[config.mk]
export PLATFORM = sky130hd
export DESIGN_NAME = display_scan_driver
export DESIGN_NICKNAME = d
export VERILOG_FILES = /design/src/rtl/display_scan_driver.sv
export SDC_FILE = /design/constraint.sdc
export NUM_CORES = 1
export LEC_CHECK = 0
export ABC_AREA = 0
export CAP_MARGIN = 5
export CORE_MARGIN = 2
export CORE_UTILIZATION = 45
export DETAILED_ROUTE_END_ITERATION = 6
export PLACE_DENSITY_LB_ADDON = 0.08
export SYNTH_ARGS = -nofsm -noshare
export SYNTH_HDL_FRONTEND = slang
export SYNTH_SLANG_ARGS = --single-unit
[constraint.sdc]
create_clock -name clk_i -period 6.2 [get_ports clk_i]
set_clock_uncertainty 0.2 [all_clocks]
set_input_delay 0.93 -clock clk_i [delete_from_list [all_inputs] [get_ports clk_i]]
set_output_delay 0.93 -clock clk_i [all_outputs]
set_load 0.01 [all_outputs]
[src/rtl/display_scan_driver.sv]
// Time-multiplexed 7-segment scanner: steps one digit per slot with dead time, leading-zero
// blanking, per-digit enable and tear-free frame updates through a pending/shadow pair.
module display_scan_driver #(
  parameter int unsigned N_DIGITS    = 8,
  parameter int unsigned REFRESH_DIV = 100000,
  parameter int unsigned DEAD_CYCLES = 4
) (
  input  logic                  clk_i,
  input  logic                  reset_ni,
  input  logic [4*N_DIGITS-1:0] value_i,
  input  logic                  upd_i,
  input  logic                  bcd_mode_i,
  input  logic                  blank_lz_i,
  input  logic [N_DIGITS-1:0]   digit_en_i,
  output logic [3:0]            digit_val_o,
  output logic                  dec_trigger_o,
  output logic [N_DIGITS-1:0]   an_o,
  output logic                  frame_done_o
);

  localparam int unsigned CntW = (REFRESH_DIV > 1) ? $clog2(REFRESH_DIV) : 1;
  localparam int unsigned IdxW = (N_DIGITS > 1) ? $clog2(N_DIGITS) : 1;
  localparam int unsigned ValW = 4 * N_DIGITS;

  typedef enum logic [0:0] {StBlank, StShow} state_e;

  state_e              state_q, state_d;
  logic [CntW-1:0]     cnt_q, cnt_d;
  logic [IdxW-1:0]     idx_q, idx_d;
  logic [ValW-1:0]     shadow_q, shadow_d;
  logic [ValW-1:0]     pending_q, pending_d;
  logic                pend_v_q, pend_v_d;
  logic [N_DIGITS-1:0] an_q, an_d;
  logic [3:0]          digit_val_q, digit_val_d;
  logic                dec_trig_q, dec_trig_d;
  logic                frame_done_q, frame_done_d;

  logic                wrap, boundary, masked, zero_acc;
  logic [N_DIGITS-1:0] zero_above;

  always_comb begin
    wrap     = (cnt_q == CntW'(REFRESH_DIV - 1));
    boundary = wrap && (idx_q == IdxW'(N_DIGITS - 1));
    cnt_d    = wrap ? '0 : cnt_q + 1'b1;
    idx_d    = idx_q;
    if (wrap) begin
      idx_d = boundary ? '0 : idx_q + 1'b1;
    end

    shadow_d  = shadow_q;
    pending_d = pending_q;
    pend_v_d  = pend_v_q;
    // An update landing on the boundary cycle goes straight to the shadow for the new frame.
    if (upd_i) begin
      if (boundary) begin
        shadow_d = value_i;
        pend_v_d = 1'b0;
      end else begin
        pending_d = value_i;
        pend_v_d  = 1'b1;
      end
    end else if (boundary && pend_v_q) begin
      shadow_d = pending_q;
      pend_v_d = 1'b0;
    end

    state_d = (cnt_d < CntW'(DEAD_CYCLES)) ? StBlank : StShow;

    // zero_above[k]: nibbles k..N_DIGITS-1 of the next shadow are all zero.
    zero_acc   = 1'b1;
    zero_above = '0;
    for (int k = N_DIGITS - 1; k >= 0; k--) begin
      zero_acc      = zero_acc && (shadow_d[4*k +: 4] == 4'h0);
      zero_above[k] = zero_acc;
    end

    masked = !digit_en_i[idx_d] || (blank_lz_i && (idx_d != '0) && zero_above[idx_d]);

    an_d = '1;
    if (state_d == StShow && !masked) begin
      an_d[idx_d] = 1'b0;
    end

    digit_val_d  = (cnt_d == '0) ? shadow_d[4*idx_d +: 4] : digit_val_q;
    dec_trig_d   = (cnt_d == '0) ? bcd_mode_i : dec_trig_q;
    frame_done_d = boundary;
  end

  always_ff @(posedge clk_i or negedge reset_ni) begin
    if (!reset_ni) begin
      state_q      <= StBlank;
      cnt_q        <= '0;
      idx_q        <= '0;
      shadow_q     <= '0;
      pending_q    <= '0;
      pend_v_q     <= 1'b0;
      an_q         <= '1;
      digit_val_q  <= 4'h0;
      dec_trig_q   <= 1'b0;
      frame_done_q <= 1'b0;
    end else begin
      state_q      <= state_d;
      cnt_q        <= cnt_d;
      idx_q        <= idx_d;
      shadow_q     <= shadow_d;
      pending_q    <= pending_d;
      pend_v_q     <= pend_v_d;
      an_q         <= an_d;
      digit_val_q  <= digit_val_d;
      dec_trig_q   <= dec_trig_d;
      frame_done_q <= frame_done_d;
    end
  end

  assign an_o          = an_q;
  assign digit_val_o   = digit_val_q;
  assign dec_trigger_o = dec_trig_q;
  assign frame_done_o  = frame_done_q;

endmodule

; ---- Yosys cells after proc, flatten, opt, wreduce, memory -nomap -nowiden
; Cells that the tools add are included.
[word_totals]
input_bits = 45
reg_bits = 99
word_cells = 64
[op_classes]
n_shift = 1
eq_ne = 2
mux = 17
n_lt_le_gt_ge = 3
n_addsub = 2
bitwise_logic = 2
reduce_logical = 28
[op_table]
columns = operator, n
row1 = $mux W32, 3
row2 = $logic_not A4 Y1, 8
row3 = $shiftx A32 B6 Y4, 1
row4 = $add A17 B1 Y17 const B, 1
row5 = $eq A17 B17 Y1 const B, 1
row6 = $logic_not A17 Y1, 1
row7 = $lt A17 B3 Y1 const B, 1
row8 = $mux W17, 1
row9 = $logic_and A1 B1 Y1, 13
row10 = $mux W8, 1
row11 = $not A8 Y8, 1
row12 = $mux W1, 7
row13 = $bmux W1 S3, 2
row14 = $mux W3, 2
row15 = $lt A3 B4 Y1 const B, 1
row16 = $add A3 B1 Y3 const B, 1
row17 = $demux W1 S3, 1
row18 = $eq A3 B3 Y1 const B, 1
row19 = $ge A3 B1 Y1 const B, 1
row20 = $reduce_bool A3 Y1, 1
row21 = $logic_not A1 Y1, 2
row22 = $reduce_and A2 Y1, 1
row23 = $reduce_bool A2 Y1, 1
row24 = $logic_or A1 B1 Y1, 1
row25 = $not A1 Y1, 1

; ---- Depth between registers and ports, before layout
[depth]
depth_word = 20
depth_mapped = 13
mapped_depth_nobuf = 11

; ---- Least setup slack after synthesis
; OpenSTA, ideal clock, no wires.
[synth_timing]
path_type = input to register
from = in upd_i
to = reg an_q[1], in the netlist an_o[1]
t_required_ns = 5.932
setup_time_ns = 0.068
slack_ns = 2.982
n_path_buf = 2
stages = 10
arrival_ns = 2.950
cell_sequence = clkbuf_1 > nand2_1 > or3_4 > buf_6 > o221a_4 > nor4_4 > nand4_1 > o31ai_1 > nand4_2 > nand4_1
[synth_via]
elab_chain_cells = 16
[synth_lines]
columns = element, line_no
row1 = "start, declared", 11  ; input logic upd_i,
row2 = $mux W32 *, 54  ; if (upd_i) begin
row3 = named net shadow_d[24], 30  ; logic [ValW-1:0] shadow_q, shadow_d;
row4 = $logic_not A4 Y1 *, 73  ; zero_acc = zero_acc && (shadow_d[4*k +: 4] == 4'h0);
row5 = $logic_and A1 B1 Y1 *, 73
row6 = $logic_and A1 B1 Y1 (6 in a row), 73
row7 = $bmux W1 S3 *, 77  ; masked = !digit_en_i[idx_d] || (blank_lz_i && (idx_d != '0) && zero_above[idx_d]);
row8 = $mux W1 (implied by the code) *, 77
row9 = $logic_and A1 B1 Y1 *, 77
row10 = $logic_or A1 B1 Y1 *, 77
row11 = $logic_not A1 Y1 *, 80  ; if (state_d == StShow && !masked) begin
row12 = $logic_and A1 B1 Y1 *, 80
row13 = $mux W8 *, 80
row14 = named net an_d[1], 33  ; logic [N_DIGITS-1:0] an_q, an_d;
row15 = "end signal, assigned", 108  ; an_q <= an_d;
row16 = "end, declared", 33
; Mark *: on every way through the listed nets, which the timed path passes. The rest lies on a longest branch. The select of a mux whose other input is x is not followed.
; A chain may end at the register's enable or synchronous reset.

; ---- Final worst setup path
[layout_timing]
from = reg cnt_q[6]
to = reg digit_val_q[2], in the netlist digit_val_o[2]
[layout_via]
elab_chain_cells = 6
[layout_lines]
columns = element, line_no
row1 = "start, declared", 28  ; logic [CntW-1:0] cnt_q, cnt_d;
row2 = "start signal, assigned", 103  ; cnt_q <= cnt_d;
row3 = $eq A17 B17 Y1, 42  ; wrap = (cnt_q == CntW'(REFRESH_DIV - 1));
row4 = $logic_and A1 B1 Y1, 43  ; boundary = wrap && (idx_q == IdxW'(N_DIGITS - 1));
row5 = $logic_and A1 B1 Y1, 62  ; end else if (boundary && pend_v_q) begin
row6 = $mux W32, 62
row7 = $mux W32, 54
row8 = $shiftx A32 B6 Y4, 84  ; digit_val_d = (cnt_d == '0) ? shadow_d[4*idx_d +: 4] : digit_val_q;
row9 = "end signal, assigned", 109  ; digit_val_q <= digit_val_d;
row10 = "end, declared", 34  ; logic [3:0] digit_val_q, digit_val_d;
; Several ways; a longest one is shown, not always the timed one.

==> results.py <==
metrics = {
    "logic_synthesis": {
        "avgSynthCellArea_um2": 9.86,
        "yosys.area.top_type_share_pct": 43.6,
        "syn_inst": 530,
        "ys_types": 63,
        "synthFlopType": "dfrtp_1",
        "ys_seq_area_share_pct": 47.6,
        "async_reset_ff_share_pct": 100,
        "synth_edf_count": 0,
        "yosysTopAreaCell": "dfrtp_1",
        "synth_warnings": 0,
        "synth_common_cells": "dfrtp_1 (91), inv_1 (46), nor2_1 (40), nand2_1 (35), o21ai_0 (30)",
        "ys_ff_latch": 99,
        "synthTopCellsByArea": "dfrtp_1 (44%), mux2_2 (5.8%), dfstp_2 (4.0%)",
        "synth.most_common_cell": "dfrtp_1",
        "synth_nets": 578,
        "netlist_area_um2": 5230,
    },
    "detailed_routing": {
        "drc": 0,
        "detail_route.wl_per_cell_um": 18.1,
        "avgViaCountPerCell": 5.75,
        "vias": 4166,
        "dr.pass1.iters": 5,
        "detail-route-antenna-nets": 0,
        "drt_iter0_markers": 408,
        "wirelength_um": 13100,
    },
    "timing": {
        "hold_ws_ps": 275,
        "tightest_slew_ps": 1050,
        "rsz0062_at_grt": "false",
        "fmax_ghz": 0.240,
        "setup_viol_count_final": 0,
        "layout_min_cycle_time_ps": 4170,
        "hold_violations": 0,
        "layout_setup_ws_ps": 2030,
        "relSlewSlack_pct": 30.3,
        "slew_violations": 0,
        "final.period_utilization_pct": 67.2,
        "fin_tns_setup_ps": 0,
    },
    "setup_path": {
        "cp-start-kind": "flop",
        "cpMaxStageDelayCell": "clkinv_1",
        "arrival_ps": 4210,
        "endpoint_kind": "flop",
        "rr_worst_depth": 10,
        "path_cells": "nor3b_2, nand3_2, nor2_1, mux2i_1, clkinv_1, nand2_1, nor2_1, a222oi_1, o221ai_1, mux2_2",
        "path_common_cell": "nor2_1",
        "critical_path.top_delay_family": "simple AND/OR/NAND/NOR gates",
        "cp_data_required_time_ps": 6240,
        "timing.critical_path.buf_inv": 1,
        "worst-setup-path-type": "flop to flop",
        "cp_max_fo": 20,
        "slowest_delay_ps": 560,
        "worstSetupPathDepth": 10,
    },
    "cts": {
        "root_buffer": "clkbuf_16",
        "insertion_delay_ps": 350,
        "h-tree-depth": 3,
        "cts.clk_slew.worst_paths_ps": 70,
        "cts_sinks": 99,
        "cts-hold-fix-buffers": 0,
        "postCtsSetupRepairBufs": 0,
        "cts.repair.resized": 0,
        "cts_tree": "built",
        "clockBufferDepth": 2,
        "cts_made_buffers": 9,
    },
    "placement": {
        "io_buffers": 58,
        "hpwl_um": 9190,
        "post_dp_cell_area_um2": 5870,
        "place_ws_ps": 1570,
        "gp_congestion": 0.891,
    },
    "flow_run": {
        "drv_cap": 0,
    },
    "floorplanning": {
        "dieHeight_um": 112,
        "dieArea_um2": 12500,
        "die-width_um": 112,
        "io_pins": 59,
        "row_count": 39,
        "initial_core_util_pct": 46.0,
        "core_area_um2": 11400,
    },
    "global_routing": {
        "grt_pass1_wl_um": 22000,
        "grt.total_usage_pct": 22.2,
        "grt_pass1_vias": 4173,
        "gr-total-overflow": 0,
        "antenna_found_initial": 0,
        "grt_max_degree": 75,
    },
    "status": {
        "status": "complete, no violations",
    },
    "final_layout": {
        "antenna_cells": 0,
        "drive_gt1_share_pct": 12.9,
        "area_growth_pct": 18.1,
        "finalInstanceArea_um2": 6170,
        "final_util_pct": 54.3,
        "finalNetCount": 624,
        "n_fill_cell": 1062,
    },
    "min_path": {
        "holdCritPathClass": "primary input to async pin",
    },
    "pwr": {
        "p_leak_nw": 2.75,
        "ir_drop_mv": 0.244,
        "cellPowerDensity_nw_per_um2": 216,
    },
}
==> path summary, 6_finish.rpt <==
path                                  end  slack (ps)           from
max reg2reg                digit_val_o[2]        2030       cnt_q[6]
min reg2reg                 pending_q[17]         290  pending_q[17]
min in group clk_i          pending_q[17]         290  pending_q[17]
max                        digit_val_o[2]        2030       cnt_q[6]
max in group asynchronous    pending_q[9]        4240       reset_ni
min                             cnt_q[11]         280       reset_ni
==> layout make-up <==
class,instances,area (um^2),share of cell area [%]
clock inverters,5,52.6,0.851
clock buffers,11,243,3.93
multi-input cells,353,2410,39.0
flip-flops and latches,99,2490,40.3
inverters,49,184,2.98
well taps,143,179,2.90
repair buffers,64,623,10.1
==> worst register-to-register path: stages (launching register included) <==
cell,delay [ps]
dfrtp_1,500
nor3b_2,280
nand3_2,420
nor2_1,300
mux2i_1,470
clkinv_1,560
nand2_1,290
nor2_1,110
a222oi_1,450
o221ai_1,190
mux2_2,290
==> flip-flops by register name, summed over array words and instances (netlist names) <==
register / cells
pending_q: 32
shadow_q: 32
cnt_q: 17
an_o: 8
digit_val_o: 4
idx_q: 3
dec_trigger_o: 1
frame_done_o: 1
pend_v_q: 1
==> cells in the final DEF, fill, tap and decap left out, drive strengths merged, types with 8 or more instances in the layout <==
master / count
dfrtp: 91
nor2: 40
a31oi: 9
nand3: 28
o21ai: 30
xor2: 9
nor4b: 8
o21bai: 8
clkbuf: 12
mux2: 27
xnor2: 9
o22a: 14
inv: 47
nand2: 36
a21oi: 11
dfstp: 8
a222oi: 11
nor3: 17
clkdlybuf4s50: 57
==> stage by stage <==
stage               power (W)  instances
floorplan            0.000718        530
global placement     0.000773        707
detailed placement   0.000774        707
CTS                   0.00135        723
global route          0.00139        724
finish                0.00133        724
==> per-layer routing <==
metal / track usage, % / up-vias / wire length [um]
li1: - / 2005 / -
met1: 30.4 / 2051 / 6080
met2: 35.3 / 95 / 6280
met3: 5.82 / 15 / 543
met4: 5.84 / 0 / 188
met5: 0 / - / 0
==> report_power, final <==
| group | switching [W] | leakage, nW | total [W] | internal [W] |
|---|---|---|---|---|
| combinational | 0.0000384 | 1.37 | 0.0000836 | 0.0000452 |
| clock | 0.000249 | 0.145 | 0.000571 | 0.000322 |
| sequential | 0.0000104 | 1.23 | 0.000677 | 0.000666 |
==> cell families (layout without fill, tap and decap cells) <==
| logic type | count (synthesis) | after routing | share of synthesized area, % |
|---|---|---|---|
| buffers and inverters | 78 | 129 | 6.37 |
| AOI/OAI and AO/OA | 124 | 124 | 17.4 |
| DFF | 99 | 99 | 47.6 |
| and+or+nand+nor | 177 | 177 | 18.3 |
| muxes | 31 | 31 | 6.58 |
| xor gates and xnor gates | 18 | 18 | 3.02 |
| adders and majority gates | 3 | 3 | 0.718 |
Note: power is estimated with default switching activity, not from simulation.
